$ cat config.mk
export PLATFORM = sky130hd
export DESIGN_NAME = serial_add_ctrl
export DESIGN_NICKNAME = d
export VERILOG_FILES = /design/src/rtl/serial_add_ctrl.sv
export SDC_FILE = /design/constraint.sdc
export NUM_CORES = 1
export LEC_CHECK = 0
export ABC_AREA = 0
export ABC_CLOCK_PERIOD_IN_PS = 2550
export CORE_MARGIN = 2
export CORE_UTILIZATION = 56
export CTS_CLUSTER_SIZE = 24
export DETAILED_ROUTE_END_ITERATION = 16
export PLACE_DENSITY = 0.84
export SYNTH_ARGS = -nofsm -noshare
export SYNTH_HDL_FRONTEND = slang
export SYNTH_SLANG_ARGS = --single-unit
$ cat constraint.sdc
create_clock -name clock -period 2.55 [get_ports clock]
set_clock_uncertainty 0.1 [all_clocks]
set_input_delay 0.51 -clock clock [delete_from_list [all_inputs] [get_ports clock]]
set_output_delay 0.51 -clock clock [all_outputs]
set_load 0.05 [all_outputs]
$ cat src/rtl/serial_add_ctrl.sv
// Bit-serial N-bit adder controller: one full adder plus a carry flop, LSB first, N+2 cycles per operation.
// Optional SERIAL_SUB_EN adds a sub input (a-b via ~b and carry-in 1) and a signed-overflow output ovf.
module serial_add_ctrl #(
  parameter int N = 8
) (
  input  logic         clock,
  input  logic         reset,
  input  logic         start,
  input  logic [N-1:0] a,
  input  logic [N-1:0] b,
`ifdef SERIAL_SUB_EN
  input  logic         sub,
  output logic         ovf,
`endif
  output logic         busy,
  output logic         done,
  output logic [N-1:0] sum,
  output logic         cout
);

  localparam int CW = (N > 1) ? $clog2(N) : 1;

  typedef enum logic [1:0] {IDLE, RUN, DONE} state_t;

  state_t         state_q, state_d;
  logic [N-1:0]   a_sh_q, a_sh_d;
  logic [N-1:0]   b_sh_q, b_sh_d;
  logic [N-1:0]   sum_sh_q, sum_sh_d;
  logic [N-1:0]   sum_q, sum_d;
  logic [CW-1:0]  count_q, count_d;
  logic           carry_q, carry_d;
  logic           cout_q, cout_d;
  logic           busy_q, busy_d;
  logic           done_q, done_d;
  logic           ovf_q, ovf_d;
  logic           s_bit, carry_nx;

  assign s_bit    = a_sh_q[0] ^ b_sh_q[0] ^ carry_q;
  assign carry_nx = (a_sh_q[0] & b_sh_q[0]) | (a_sh_q[0] & carry_q) | (b_sh_q[0] & carry_q);

  always_comb begin
    // NOTE: every _d defaults to its _q first, so no path through the case can infer a latch.
    state_d  = state_q;
    a_sh_d   = a_sh_q;
    b_sh_d   = b_sh_q;
    sum_sh_d = sum_sh_q;
    sum_d    = sum_q;
    count_d  = count_q;
    carry_d  = carry_q;
    cout_d   = cout_q;
    ovf_d    = ovf_q;
    case (state_q)
      IDLE: begin
        if (start) begin
          a_sh_d  = a;
`ifdef SERIAL_SUB_EN
          b_sh_d  = sub ? ~b : b;
          carry_d = sub;
`else
          b_sh_d  = b;
          carry_d = 1'b0;
`endif
          count_d = '0;
          state_d = RUN;
        end
      end
      RUN: begin
        a_sh_d   = a_sh_q >> 1;
        b_sh_d   = b_sh_q >> 1;
        // Shift-and-or form keeps N=1 legal (no [N-1:1] slice).
        sum_sh_d = (sum_sh_q >> 1) | (N'(s_bit) << (N - 1));
        carry_d  = carry_nx;
        count_d  = count_q + 1'b1;
        if (count_q == CW'(N - 1)) begin
          state_d = DONE;
          sum_d   = sum_sh_d;
          cout_d  = carry_nx;
          // carry_q here is the carry into the MSB.
          ovf_d   = carry_q ^ carry_nx;
        end
      end
      DONE:    state_d = IDLE;
      default: state_d = IDLE;
    endcase
    busy_d = (state_d == RUN);
    done_d = (state_d == DONE);
  end

  always_ff @(posedge clock or posedge reset) begin
    if (reset) begin
      state_q  <= IDLE;
      a_sh_q   <= '0;
      b_sh_q   <= '0;
      sum_sh_q <= '0;
      sum_q    <= '0;
      count_q  <= '0;
      carry_q  <= 1'b0;
      cout_q   <= 1'b0;
      ovf_q    <= 1'b0;
      busy_q   <= 1'b0;
      done_q   <= 1'b0;
    end else begin
      // NOTE: non-blocking so every flop samples pre-edge values regardless of statement order.
      state_q  <= state_d;
      a_sh_q   <= a_sh_d;
      b_sh_q   <= b_sh_d;
      sum_sh_q <= sum_sh_d;
      sum_q    <= sum_d;
      count_q  <= count_d;
      carry_q  <= carry_d;
      cout_q   <= cout_d;
      ovf_q    <= ovf_d;
      busy_q   <= busy_d;
      done_q   <= done_d;
    end
  end

  assign busy = busy_q;
  assign done = done_q;
  assign sum  = sum_q;
  assign cout = cout_q;
`ifdef SERIAL_SUB_EN
  assign ovf  = ovf_q;
`else
  logic unused_ovf;
  assign unused_ovf = ovf_q;
`endif

endmodule

## After elaboration in Yosys (flattened, before gate mapping)

Index checks and enable logic that the tools add are counted.

| word-level totals | value |
|---|---|
| register bits | 41 |
| output and inout bits | 11 |
| word-level logic and storage cells | 39 |
| input bits | 19 |

| operators by class | value |
|---|---|
| reduce and logical (&&, ||, !) cells | 4 |
| eq/ne operators | 5 |
| $add $sub $neg | 1 |
| muxes and demuxes | 11 |
| bitwise logic cells | 8 |

Operators with widths:

| cell | number |
|---|---|
| 8-bit case mux with 2 select lines | 2 |
| 8-bit 2-to-1 mux | 2 |
| 7-bit by 8-bit OR with 8-bit output | 1 |
| 3-bit case mux with 2 select lines | 1 |
| 2-bit by 1-bit == test with 1-bit output (second input constant) | 2 |
| 2-bit 2-to-1 mux | 2 |
| 2-bit case mux with 2 select lines | 1 |
| 2-bit AND reduction | 2 |
| 3-bit by 1-bit adder with 3-bit output (second input constant) | 1 |
| 1-bit AND | 3 |
| 3-bit == test (second input constant) | 1 |
| 3-bit 2-to-1 mux | 1 |
| 2-bit == test (second input constant) | 1 |
| 2-bit logical NOT | 1 |
| 2-bit != test (second input constant) | 1 |
| 1-bit OR | 2 |
| 1-bit case mux with 2 select lines | 1 |
| 2-bit nonzero test | 1 |
| 1-bit bitwise XOR | 2 |
| 1-bit 2-to-1 mux | 1 |

## Logic depth before layout (Yosys ltp)

Gate-level depths: netlist of the first run.

| depth | value |
|---|---|
| depth after elaboration | 4 |
| gate-level depth with buffers | 5 |
| mapped depth without buffers | 5 |

## Worst setup path before layout of the first run

Ideal clock, no wire load.

| path | value |
|---|---|
| path type | reg-to-reg |
| from | reg count_q[0] |
| to | reg sum_q[0], in the netlist sum[0] |
| stages on the path, launching flop included | 6 |
| arrival time | 1236 ps |
| path slack | 1089 ps |
| library setup time | 125 ps |
| data required time | 2325 ps |
| clock period less this slack | 1461 ps |
| path buffers | 0 |
| path through | dfrtp_1 ha_1 ha_1 nand2_4 inv_6 mux2_4 |

| between the ends | value |
|---|---|
| cells in the longest elaborated chain, start to end | 2 |

RTL lines:

| item | RTL line | source |
|---|---|---|
| start, declared | 30 | `logic [CW-1:0] count_q, count_d;` |
| start signal, assigned | 109 | `count_q <= count_d;` |
| 3-bit == test | 74 | `if (count_q == CW'(N - 1)) begin` |
| 2-bit AND reduction (no line) | -- |  |
| end signal, assigned | 108 | `sum_q <= sum_d;` |
| end, declared | 29 | `logic [N-1:0] sum_q, sum_d;` |

No other way between the ends.
A chain may end at the register's enable or synchronous reset.

## Worst setup path after layout of the first run

| path | value |
|---|---|
| from | reg sum_q[7], in the netlist sum[7] |
| to | out sum[7] |

RTL lines:

| item | RTL line | source |
|---|---|---|
| end, declared | 17 | `output logic [N-1:0] sum,` |

No word-level cell between the ends.

==> metrics.log, run 1 <==
INFO  metric run_status = complete, no violations
INFO  metric kind_of_end_point_of_the_critical_path = primary output
INFO  metric cts.sinks = 40
INFO  metric postSynthNetCount = 179
INFO  metric seq_area = 1000 um2
INFO  metric path_buf_inv = 1
INFO  metric route.antenna.remaining_nets = 0
INFO  metric detailed_place.area = 2070 um2
INFO  metric reg2reg_slack = 0.66 ns
INFO  metric fin_area = 2160 um2
INFO  metric detail_route.drc_violations = 0
INFO  metric drt_iter0_markers = 44
INFO  metric worst-endpoint-required = 1.94 ns
INFO  metric max-vdd-ir-drop = 702 uV
INFO  metric drt_pass1_iterations = 4
INFO  metric globalplace.congestion = 0.771
INFO  metric route.layer.met1.wl = 1.47 mm
INFO  metric detailroute.wirelength.met2 = 1.67 mm
INFO  metric hp-class = flop to flop
INFO  metric cts_inserted_buffers = 5
INFO  metric cts_tree = built
INFO  metric layout_commonest_cell = sky130_fd_sc_hd__dfrtp_1
INFO  metric slew_limit_headroom = 0.554
INFO  metric synth_seq_area_share = 0.561
INFO  metric timing.final.crit_period = 2.16 ns
INFO  metric floorplan.initialDensity = 0.585
INFO  metric worst_slew_pin_slew = 0.670 ns
INFO  metric worst-path-max-fanout = 2
INFO  metric timing.max_cap.violations = 0
INFO  metric worst-setup-path-type = flop to primary output
INFO  metric syn_inst = 157
INFO  metric cellLeakagePower = 0.980 nW
INFO  metric via_per_inst = 5.34
INFO  metric final_cell_mix = sky130_fd_sc_hd__dfrtp_1, sky130_fd_sc_hd__clkdlybuf4s50_1, sky130_fd_sc_hd__nand2_1
INFO  metric yosysTopAreaCellShare = 0.561
INFO  metric ios = 30
INFO  metric critical-path-top-delay-family = buffers and inverters
INFO  metric grt_pass1_wl = 5.49 mm
INFO  metric holdCritStartpoint = sum_sh_q[1]$_DFFE_PP0N_
INFO  metric total_wire_length = 3.34 mm
INFO  metric worstReg2RegStart = state_q[0]$_DFF_PP0_
INFO  metric routed.top_layer = met4
INFO  metric cts_resized = 0
INFO  metric num_rows = 20
INFO  metric synth-seq-cells = 40
INFO  metric multi_input_gate_area_in_the_final_layout = 691 um2
INFO  metric cts_root_buffer = sky130_fd_sc_hd__clkbuf_4
INFO  metric antenna_found_initial = 0
INFO  metric port_buffers = 29
INFO  metric grt_overflow = 0
INFO  metric synth.yosys.warnings = 0
INFO  metric via_count_of_the_first_global_routing_pass = 1208
INFO  metric setup_viol_count_final = 0
INFO  metric yosys.cell_types.count = 27
INFO  metric r2r.worst_path.cells = 4
INFO  metric yosysTopAreaCell = sky130_fd_sc_hd__dfrtp_1
INFO  metric max_freq = 462 MHz
INFO  metric wl_met3 = 148 um
INFO  metric whs_path_depth = 2
INFO  metric groute.usage.overall = 0.208
INFO  metric grt_max_degree = 41
INFO  metric worstPathCellList = clkdlybuf4s50_1
INFO  metric timing.final.hold_violations = 0
INFO  metric cts.hold.buffers_added = 0
INFO  metric post_cts_buffers = 0
INFO  metric cts.clk_slew.worst_paths = 0.14 ns
INFO  metric final.period_utilization = 0.849
INFO  metric post_synth_instance_area = 1790 um2
INFO  metric post_route_cells_drive_above_1_share = 0.139
INFO  metric min_delay_worst_endpoint = sum_sh_q[1]$_DFFE_PP0N_
INFO  metric worstPathArrival = 1.55 ns
INFO  metric drv_slew = 0
INFO  metric clk_path_buf_depth = 2
INFO  metric rsz0062_at_grt = no
INFO  metric antenna_cells = 0
INFO  metric insertion_delay = 0.35 ns
INFO  metric tns_setup = 0 ns
INFO  metric die_width = 60.5 um
INFO  metric synth_area_leaders = sky130_fd_sc_hd__dfrtp_1, sky130_fd_sc_hd__mux2_4, sky130_fd_sc_hd__nor3_1, sky130_fd_sc_hd__nand2_1, sky130_fd_sc_hd__nor3b_1
INFO  metric area.growth.synth_to_final = 20.7%
INFO  metric dieArea = 3660 um2
INFO  metric r2r_end = sum[0]$_DFFE_PP0P_
INFO  metric core_region_area = 3050 um2
INFO  metric critical_path.slowest_cell = sky130_fd_sc_hd__clkdlybuf4s50_1
INFO  metric drt-wirelength-per-cell = 14.5 um
INFO  metric h-tree-depth = 2
INFO  metric fillers = 238
INFO  metric critical_path.startpoint_type = flop
INFO  metric biggest_cell_delay_along_the_critical_path = 0.81 ns
INFO  metric fp.dieH = 60.5 um
INFO  metric postSynthAreaPerCell = 11.4 um2
INFO  metric via_count = 1234
INFO  metric dp.final_hpwl = 2.23 mm
INFO  metric power.density_cell_area = 1290 nW/um2
INFO  metric number_of_nets_in_the_finished_design = 208
==> power breakdown <==
part	switching (mW)	total, mW	internal, mW
sequential	0.207	1.13	0.925
combinational	0.693	1.23	0.535
clock	0.219	0.428	0.210
total	1.12	2.79	1.67
==> stage by stage <==
stage / util / setup WS [ns] / power [mW] / hold slack (ns) / cells
after floorplan: - / 1.02 / 2.05 / 0.346 / 157
after global placement: 0.679 / 0.543 / 2.30 / 0.362 / 223
after detailed placement: 0.679 / 0.440 / 2.38 / 0.373 / 223
after CTS: 0.706 / 0.361 / 2.81 / 0.405 / 231
after global routing: 0.706 / 0.328 / 2.97 / 0.437 / 231
final: 0.706 / 0.386 / 2.79 / 0.401 / 231
==> per-layer routing <==
metal,up-vias,global-route usage
met5,-,0
met4,0,0.0932
met3,6,0.0576
met2,29,0.331
met1,605,0.269
li1,594,-
==> cells by family (layout without fill, tap and decap cells) <==
group | Yosys count | in the layout | synth area share
flip-flops | 40 | 40 | 0.561
AND/OR/NAND/NOR | 76 | 76 | 0.220
buffers and inverters | 13 | 43 | 0.0526
multiplexers | 9 | 9 | 0.0757
adder cells (fa/ha/maj) | 3 | 3 | 0.0252
AO/OA/AOI/OAI | 16 | 16 | 0.0659
==> area by class of cell <==
class | count | area share
flip-flops and latches | 40 | 0.464
multi-input cells | 104 | 0.320
repair buffers | 31 | 0.142
well taps | 44 | 0.0255
clock inverters | 3 | 0.0215
clock buffers | 5 | 0.0174
inverters | 4 | 0.00929
==> how the worst max path moves through the flow <==
stage                                  start                     to  slack (ns)  depth (start not counted)
after floorplan                        reset  a_sh_q[0]$_DFFE_PP0P_        1.02                          1
after global placement                 start  a_sh_q[5]$_DFFE_PP0P_        0.54                          4
after detailed placement               start  a_sh_q[6]$_DFFE_PP0P_        0.44                          4
after CTS                 sum[6]$_DFFE_PP0P_                 sum[6]        0.36                          1
after global routing      sum[7]$_DFFE_PP0P_                 sum[7]        0.33                          1
final                     sum[7]$_DFFE_PP0P_                 sum[7]        0.39                          1
==> cell usage after synthesis (all sizes together) <==
| library cell | number |
|---|---|
| clkbuf | 1 |
| ha | 2 |
| nor2b | 1 |
| or2b | 1 |
| o21bai | 1 |
| inv | 4 |
| o21ba | 1 |
| nand2b | 2 |
| nor3 | 22 |
| mux2 | 9 |
| nand2 | 23 |
| or2 | 1 |
| o32ai | 3 |
| dfrtp | 40 |
| a21oi | 5 |
| o21ai | 1 |
| nor2 | 15 |
| nor3b | 11 |
| fa | 1 |
| a22o | 5 |
| buf | 8 |
==> registers in the layout (all words and copies together) (netlist names) <==
name / count
a_sh_q: 8
b_sh_q: 8
sum: 8
sum_sh_q: 7
count_q: 3
state_q: 2
busy: 1
carry_q: 1
cout: 1
done: 1
==> worst min-delay path, delay by kind of cell (launching register included) <==
family	cells	cell delay [ns]
flops	1	0.36
simple gates	2	0.11
(Power assumes the default switching activity.)
==> inputs of run 2 (changes only) <==
--- a/config.mk
+++ b/config.mk
@@ -6,12 +6,12 @@
 export NUM_CORES = 1
 export LEC_CHECK = 0
 export ABC_AREA = 0
-export ABC_CLOCK_PERIOD_IN_PS = 2550
+export ABC_CLOCK_PERIOD_IN_PS = 1700
 export CORE_MARGIN = 2
-export CORE_UTILIZATION = 56
+export CORE_UTILIZATION = 47
 export CTS_CLUSTER_SIZE = 24
 export DETAILED_ROUTE_END_ITERATION = 16
-export PLACE_DENSITY = 0.84
+export PLACE_DENSITY = 0.75
 export SYNTH_ARGS = -nofsm -noshare
 export SYNTH_HDL_FRONTEND = slang
 export SYNTH_SLANG_ARGS = --single-unit
==> constraint.sdc (replaced) <==
create_clock -name clock -period 1.7 [get_ports clock]
set_clock_uncertainty 0.1 [all_clocks]
set_input_delay 0.34 -clock clock [delete_from_list [all_inputs] [get_ports clock]]
set_output_delay 0.34 -clock clock [all_outputs]
set_load 0.05 [all_outputs]
==> run 2 against run 1 <==
Against the previous run:
- sequential power is 53% higher
- die area is 18% higher
- cell area is 6.7% higher
==> metrics.log, run 2 (synthesized netlist as in run 1, its figures left out) <==
INFO  metric power.density_cell_area = 1940 nW/um2 (+50%)
INFO  metric final.period_utilization = 0.912
INFO  metric route.antenna.remaining_nets = 0 (unchanged)
INFO  metric groute.usage.overall = 0.174 (-0.0340)
INFO  metric seq_area = 1000 um2 (unchanged)
INFO  metric drv_slew = 0 (unchanged)
INFO  metric slew_limit_headroom = 0.727 (+0.173)
INFO  metric cellLeakagePower = 1.06 nW (+8.4%)
INFO  metric worst-setup-path-type = flop to flop
INFO  metric reg2reg_slack = 0.15 ns (-0.51 ns)
INFO  metric worstPathCellList = ha_1, ha_1, nand2_4, inv_6, mux2_4
INFO  metric grt_overflow = 0 (unchanged)
INFO  metric die_width = 65.6 um (+8.6%)
INFO  metric cts.hold.buffers_added = 0 (unchanged)
INFO  metric clk_path_buf_depth = 2 (unchanged)
INFO  metric cts.sinks = 40 (unchanged)
INFO  metric tns_setup = 0 ns (unchanged)
INFO  metric critical-path-top-delay-family = adder cells
INFO  metric cts_inserted_buffers = 5 (unchanged)
INFO  metric biggest_cell_delay_along_the_critical_path = 0.40 ns (-0.41 ns)
INFO  metric port_buffers = 29 (unchanged)
INFO  metric final.hold.worst_slack = 0.316 ns (-0.0855 ns)
INFO  metric r2r.worst_path.cells = 5 (+1)
INFO  metric via_count_of_the_first_global_routing_pass = 1332 (+10%)
INFO  metric worst-endpoint-required = 1.77 ns (-0.17 ns)
INFO  metric kind_of_end_point_of_the_critical_path = flop
INFO  metric finalNonFillerCells = 241 (+4.3%)
INFO  metric post-layout-total-power = 4.46 mW (+60%)
INFO  metric grt_max_degree = 41 (unchanged)
INFO  metric final_cell_mix = sky130_fd_sc_hd__dfrtp_1, sky130_fd_sc_hd__nand2_1, sky130_fd_sc_hd__nor3_1
INFO  metric timing.final.hold_violations = 0 (unchanged)
INFO  metric path_buf_inv = 1 (unchanged)
INFO  metric dp.final_hpwl = 2.34 mm (+4.9%)
INFO  metric grt_pass1_wl = 5.75 mm (+4.9%)
INFO  metric ios = 30 (unchanged)
INFO  metric antenna_found_initial = 0 (unchanged)
INFO  metric cts.clk_slew.worst_paths = 0.07 ns (-0.07 ns)
INFO  metric run_status = complete, no violations
INFO  metric drt_pass1_iterations = 4 (unchanged)
INFO  metric drt-wirelength-per-cell = 13.5 um (-6.8%)
INFO  metric worst-path-max-fanout = 6 (+4)
INFO  metric cts_root_buffer = sky130_fd_sc_hd__clkbuf_8
INFO  metric multi_input_gate_area_in_the_final_layout = 691 um2 (unchanged)
INFO  metric max-vdd-ir-drop = 961 uV (+37%)
INFO  metric r2r_end = sum[2]$_DFFE_PP0P_
INFO  metric cts_resized = 0 (unchanged)
INFO  metric drt_iter0_markers = 95 (+120%)
INFO  metric globalplace.congestion = 0.828 (+7.4%)
INFO  metric timing.max_cap.violations = 0 (unchanged)
INFO  metric post_cts_buffers = 0 (unchanged)
INFO  metric number_of_placed_instances_with_taps_included = 233 (+4.5%)
INFO  metric worstPathArrival = 1.63 ns (+0.08 ns)
INFO  metric fp.dieH = 65.6 um (+8.6%)
INFO  metric antenna_cells = 0 (unchanged)
INFO  metric fin_area = 2300 um2 (+6.7%)
INFO  metric insertion_delay = 0.28 ns (-0.07 ns)
INFO  metric total_wire_length = 3.25 mm (-2.8%)
INFO  metric core_region_area = 3660 um2 (+20%)
INFO  metric post_route_cells_drive_above_1_share = 0.218 (+0.0786)
INFO  metric crit_path_frequent_cell = sky130_fd_sc_hd__ha_1
INFO  metric num_rows = 22 (+10%)
INFO  metric cts_tree = built
INFO  metric area.growth.synth_to_final = 28.9%
INFO  metric detailed_place.area = 2210 um2 (+6.5%)
INFO  metric timing.final.crit_period = 1.55 ns
INFO  metric worstReg2RegStart = count_q[0]$_DFFE_PP0P_
INFO  metric setup_viol_count_final = 0 (unchanged)
INFO  metric number_of_nets_in_the_finished_design = 214 (+2.9%)
INFO  metric detail_route.drc_violations = 0 (unchanged)
INFO  metric critical_path.slowest_cell = sky130_fd_sc_hd__dfrtp_1
INFO  metric hp-class = input pin to async pin
INFO  metric worst_slew_pin_slew = 0.410 ns (-0.260 ns)
INFO  metric fillers = 290 (+22%)
INFO  metric critical_path.startpoint_type = flop
INFO  metric floorplan.initialDensity = 0.488 (-0.0971)
INFO  metric h-tree-depth = 2 (unchanged)
INFO  metric via_count = 1228 (-0.49%)
INFO  metric via_per_inst = 5.10 (-4.6%)
INFO  metric layout_commonest_cell = sky130_fd_sc_hd__dfrtp_1
INFO  metric dieArea = 4310 um2 (+18%)
INFO  metric rsz0062_at_grt = no
INFO  metric max_freq = 645 MHz
## run 2: changes by cell type in the layout (fill, tap and decap cells not counted), sizes merged
cell / before / now
inv: 5 / 4
clkbuf: 5 / 7
buf: 2 / 19
clkdlybuf4s50: 29 / 18
bufinv: 1 / 0
## run 2: worst max path at each step
stage	from	cells past startpoint	slack, ns	to
after floorplan	count_q[0]$_DFFE_PP0P_	5	0.24	sum[0]$_DFFE_PP0P_
after global placement	start	5	0.08	a_sh_q[3]$_DFFE_PP0P_
after detailed placement	start	5	-0.007	b_sh_q[3]$_DFFE_PP0P_
after CTS	count_q[0]$_DFFE_PP0P_	5	0.14	sum[2]$_DFFE_PP0P_
after global routing	count_q[0]$_DFFE_PP0P_	5	0.1	sum[0]$_DFFE_PP0P_
final	count_q[0]$_DFFE_PP0P_	5	0.15	sum[2]$_DFFE_PP0P_
## run 2: through the flow
| step | util | worst slack [ns] |
|---|---|---|
| floorplan | - | 0.239 |
| global placement | 0.603 | 0.0846 |
| detailed placement | 0.603 | -0.00686 |
| CTS | 0.629 | 0.140 |
| global route | 0.629 | 0.0983 |
| finish | 0.629 | 0.149 |
## run 2: worst register-to-register path, cell delays in order (launching register included)
cell and delay, ns:
sky130_fd_sc_hd__dfrtp_1 0.40, sky130_fd_sc_hd__ha_1 0.21, sky130_fd_sc_hd__ha_1 0.22, sky130_fd_sc_hd__nand2_4 0.14, sky130_fd_sc_hd__inv_6 0.07, sky130_fd_sc_hd__mux2_4 0.30
## run 2: cell type report
class                      instances  share of cell area
sequential                        40               0.435
inverter                           4             0.00870
multi-input combinational        104               0.300
timing repair buffer              37               0.189
tap                               48              0.0261
clock inverter                     1             0.00326
clock buffer                       7              0.0375
## run 2: power by group
| group | switching, mW | internal, mW | total (mW) | leakage (nW) |
|---|---|---|---|---|
| Sequential | 0.338 | 1.39 | 1.73 | 0.482 |
| Clock | 0.308 | 0.329 | 0.637 | 0.0445 |
| Combinational | 1.05 | 1.04 | 2.10 | 0.536 |
## run 2: routing by layer
| metal | global-route usage | routed length [um] |
|---|---|---|
| met5 | 0 | 0 |
| met4 | 0.0703 | 59 |
| met3 | 0.0360 | 142 |
| met2 | 0.280 | 1540 |
| met1 | 0.230 | 1510 |
==> inputs of run 3 (changes only) <==
--- a/config.mk
+++ b/config.mk
@@ -12,6 +12,7 @@
 export CTS_CLUSTER_SIZE = 24
 export DETAILED_ROUTE_END_ITERATION = 16
 export PLACE_DENSITY = 0.75
+export RECOVER_POWER = 25
 export SYNTH_ARGS = -nofsm -noshare
 export SYNTH_HDL_FRONTEND = slang
 export SYNTH_SLANG_ARGS = --single-unit
==> run 3 against run 2 <==
Against the previous run:
- non-clock buffer count did not move
- hold slack improved by 0.082 ns
- setup slack did not move
- register-to-register slack barely moved
- critical path depth did not move
==> metrics.log, run 3 (synthesized netlist as in run 1, its figures left out) <==
INFO  metric run_status = complete, no violations
INFO  metric holdCritStartpoint = sum_sh_q[1]$_DFFE_PP0N_
INFO  metric cts_inserted_buffers = 5 (unchanged)
INFO  metric final_cell_mix = sky130_fd_sc_hd__dfrtp_1, sky130_fd_sc_hd__nand2_1, sky130_fd_sc_hd__nor3_1
INFO  metric cts.clk_slew.worst_paths = 0.07 ns (about the same)
INFO  metric number_of_placed_instances_with_taps_included = 233 (unchanged)
INFO  metric port_buffers = 29 (unchanged)
INFO  metric drt_iter0_markers = 95 (unchanged)
INFO  metric cts_tree = built
INFO  metric h-tree-depth = 2 (unchanged)
INFO  metric post_cts_buffers = 0 (unchanged)
INFO  metric max_freq = 645 MHz (unchanged)
INFO  metric via_per_inst = 5.10 (unchanged)
INFO  metric critical_path.startpoint_type = flop
INFO  metric dp.final_hpwl = 2.34 mm (unchanged)
INFO  metric final.period_utilization = 0.912 (unchanged)
INFO  metric worstReg2RegStart = count_q[0]$_DFFE_PP0P_
INFO  metric setup_viol_count_final = 0 (unchanged)
INFO  metric total_wire_length = 3.25 mm (about the same)
INFO  metric hp-class = flop to flop
INFO  metric final.setup.worst_slack = 0.149 ns (unchanged)
INFO  metric kind_of_end_point_of_the_critical_path = flop
INFO  metric detailed_place.area = 2210 um2 (unchanged)
INFO  metric biggest_cell_delay_along_the_critical_path = 0.40 ns (about the same)
INFO  metric timing.final.crit_period = 1.55 ns (unchanged)
INFO  metric pre_cts_ws = -0.00686 ns (unchanged)
INFO  metric finalNonFillerCells = 241 (unchanged)
INFO  metric worst-endpoint-required = 1.77 ns (about the same)
INFO  metric clk_path_buf_depth = 2 (unchanged)
INFO  metric cts.hold.buffers_added = 0 (unchanged)
INFO  metric whs_path_depth = 2
INFO  metric worstPathArrival = 1.63 ns (about the same)
INFO  metric critical_path.slowest_cell = sky130_fd_sc_hd__dfrtp_1
INFO  metric worstPathCellList = ha_1, ha_1, nand2_4, inv_6, mux2_4
INFO  metric die_width = 65.6 um (unchanged)
INFO  metric tns_setup = 0 ns (unchanged)
INFO  metric r2r.worst_path.cells = 5 (unchanged)
INFO  metric area.growth.synth_to_final = 28.0%
INFO  metric cts.sinks = 40 (unchanged)
INFO  metric post-layout-total-power = 4.46 mW (-0.11%)
INFO  metric rsz0062_at_grt = no
INFO  metric detail_route.drc_violations = 0 (unchanged)
INFO  metric post_route_cells_drive_above_1_share = 0.218 (unchanged)
INFO  metric power.density_cell_area = 1950 nW/um2 (+0.55%)
INFO  metric core_region_area = 3660 um2 (unchanged)
INFO  metric worst-setup-path-type = flop to flop
INFO  metric route.antenna.remaining_nets = 0 (unchanged)
INFO  metric worst_slew_pin_slew = 0.935 ns (+0.526 ns)
INFO  metric cellLeakagePower = 1.06 nW (-0.49%)
INFO  metric drt_pass1_iterations = 4 (unchanged)
INFO  metric max-vdd-ir-drop = 962 uV (about the same)
INFO  metric fin_area = 2290 um2 (-0.65%)
INFO  metric cts_root_buffer = sky130_fd_sc_hd__clkbuf_8
INFO  metric reg2reg_slack = 0.15 ns (about the same)
INFO  metric via_count = 1228 (unchanged)
INFO  metric slew_limit_headroom = 0.376 (-0.350)
INFO  metric antenna_found_initial = 0 (unchanged)
INFO  metric drv_slew = 0 (unchanged)
INFO  metric grt_max_degree = 41 (unchanged)
INFO  metric critical-path-top-delay-family = adder cells
INFO  metric layout_commonest_cell = sky130_fd_sc_hd__dfrtp_1
INFO  metric cts_resized = 0 (unchanged)
INFO  metric ios = 30 (unchanged)
INFO  metric min_delay_worst_endpoint = sum_sh_q[1]$_DFFE_PP0N_
INFO  metric grt_pass1_wl = 5.75 mm (unchanged)
INFO  metric dieArea = 4310 um2 (unchanged)
INFO  metric fillers = 292 (+0.69%)
INFO  metric timing.max_cap.violations = 0 (unchanged)
INFO  metric drt-wirelength-per-cell = 13.5 um (about the same)
INFO  metric via_count_of_the_first_global_routing_pass = 1332 (unchanged)
INFO  metric insertion_delay = 0.28 ns (about the same)
INFO  metric r2r_end = sum[2]$_DFFE_PP0P_
INFO  metric fp.dieH = 65.6 um (unchanged)
INFO  metric path_buf_inv = 1 (unchanged)
INFO  metric grt_overflow = 0 (unchanged)
INFO  metric floorplan.initialDensity = 0.488 (unchanged)
INFO  metric globalplace.congestion = 0.828 (unchanged)
INFO  metric timing.final.hold_violations = 0 (unchanged)
INFO  metric number_of_nets_in_the_finished_design = 214 (unchanged)
INFO  metric crit_path_frequent_cell = sky130_fd_sc_hd__ha_1
INFO  metric num_rows = 22 (unchanged)
INFO  metric groute.usage.overall = 0.174 (unchanged)
INFO  metric worst-path-max-fanout = 6 (unchanged)
INFO  metric antenna_cells = 0 (unchanged)
## run 3: cell count changes in the layout (fill, tap and decap cells not counted)
cell	before	now
sky130_fd_sc_hd__buf_12	9	8
sky130_fd_sc_hd__clkbuf_2	0	1
## run 3: metal layers
layer | track usage | wire length [um] | vias up
met4 | 0.0703 | 59 | 0
met5 | 0 | 0 | -
met3 | 0.0360 | 142 | 7
met1 | 0.230 | 1510 | 594
li1 | - | - | 606
met2 | 0.280 | 1540 | 21
## run 3: worst register-to-register path, stage by stage, from the launching register on
cell	delay [ns]
sky130_fd_sc_hd__dfrtp_1	0.40
sky130_fd_sc_hd__ha_1	0.21
sky130_fd_sc_hd__ha_1	0.22
sky130_fd_sc_hd__nand2_4	0.14
sky130_fd_sc_hd__inv_6	0.07
sky130_fd_sc_hd__mux2_4	0.30
## run 3: report_power, final
group | total, mW | internal [mW] | switching (mW)
combinational | 2.09 | 1.04 | 1.05
clock | 0.638 | 0.329 | 0.308
sequential | 1.73 | 1.39 | 0.338
total | 4.46 | 2.76 | 1.70
## run 3: final cells by class
class                           instances  area, um2  area share
Multi-Input combinational cell        104        691       0.302
Tap cell                               48       60.1      0.0263
Timing Repair Buffer                   37        420       0.184
Sequential cell                        40       1000       0.438
Clock inverter                          1       7.51     0.00328
Clock buffer                            7       86.3      0.0378
Inverter                                4       20.0     0.00876
## run 3: worst max-delay path by stage
stage / start / slack [ns] / endpoint / cells after the start
3_5_place_dp: start / -0.007 / b_sh_q[3]$_DFFE_PP0P_ / 5
2_1_floorplan: count_q[0]$_DFFE_PP0P_ / 0.24 / sum[0]$_DFFE_PP0P_ / 5
6_report: count_q[0]$_DFFE_PP0P_ / 0.15 / sum[2]$_DFFE_PP0P_ / 5
4_1_cts: count_q[0]$_DFFE_PP0P_ / 0.14 / sum[2]$_DFFE_PP0P_ / 5
3_3_place_gp: start / 0.08 / a_sh_q[3]$_DFFE_PP0P_ / 5
5_1_grt: count_q[0]$_DFFE_PP0P_ / 0.1 / sum[0]$_DFFE_PP0P_ / 5
## run 3: stage by stage
stage           util  hold slack [ns]
2_1_floorplan      -            0.346
3_3_place_gp   0.603            0.361
3_5_place_dp   0.603            0.375
4_1_cts        0.629            0.321
5_1_grt        0.624            0.429
6_report       0.624            0.398
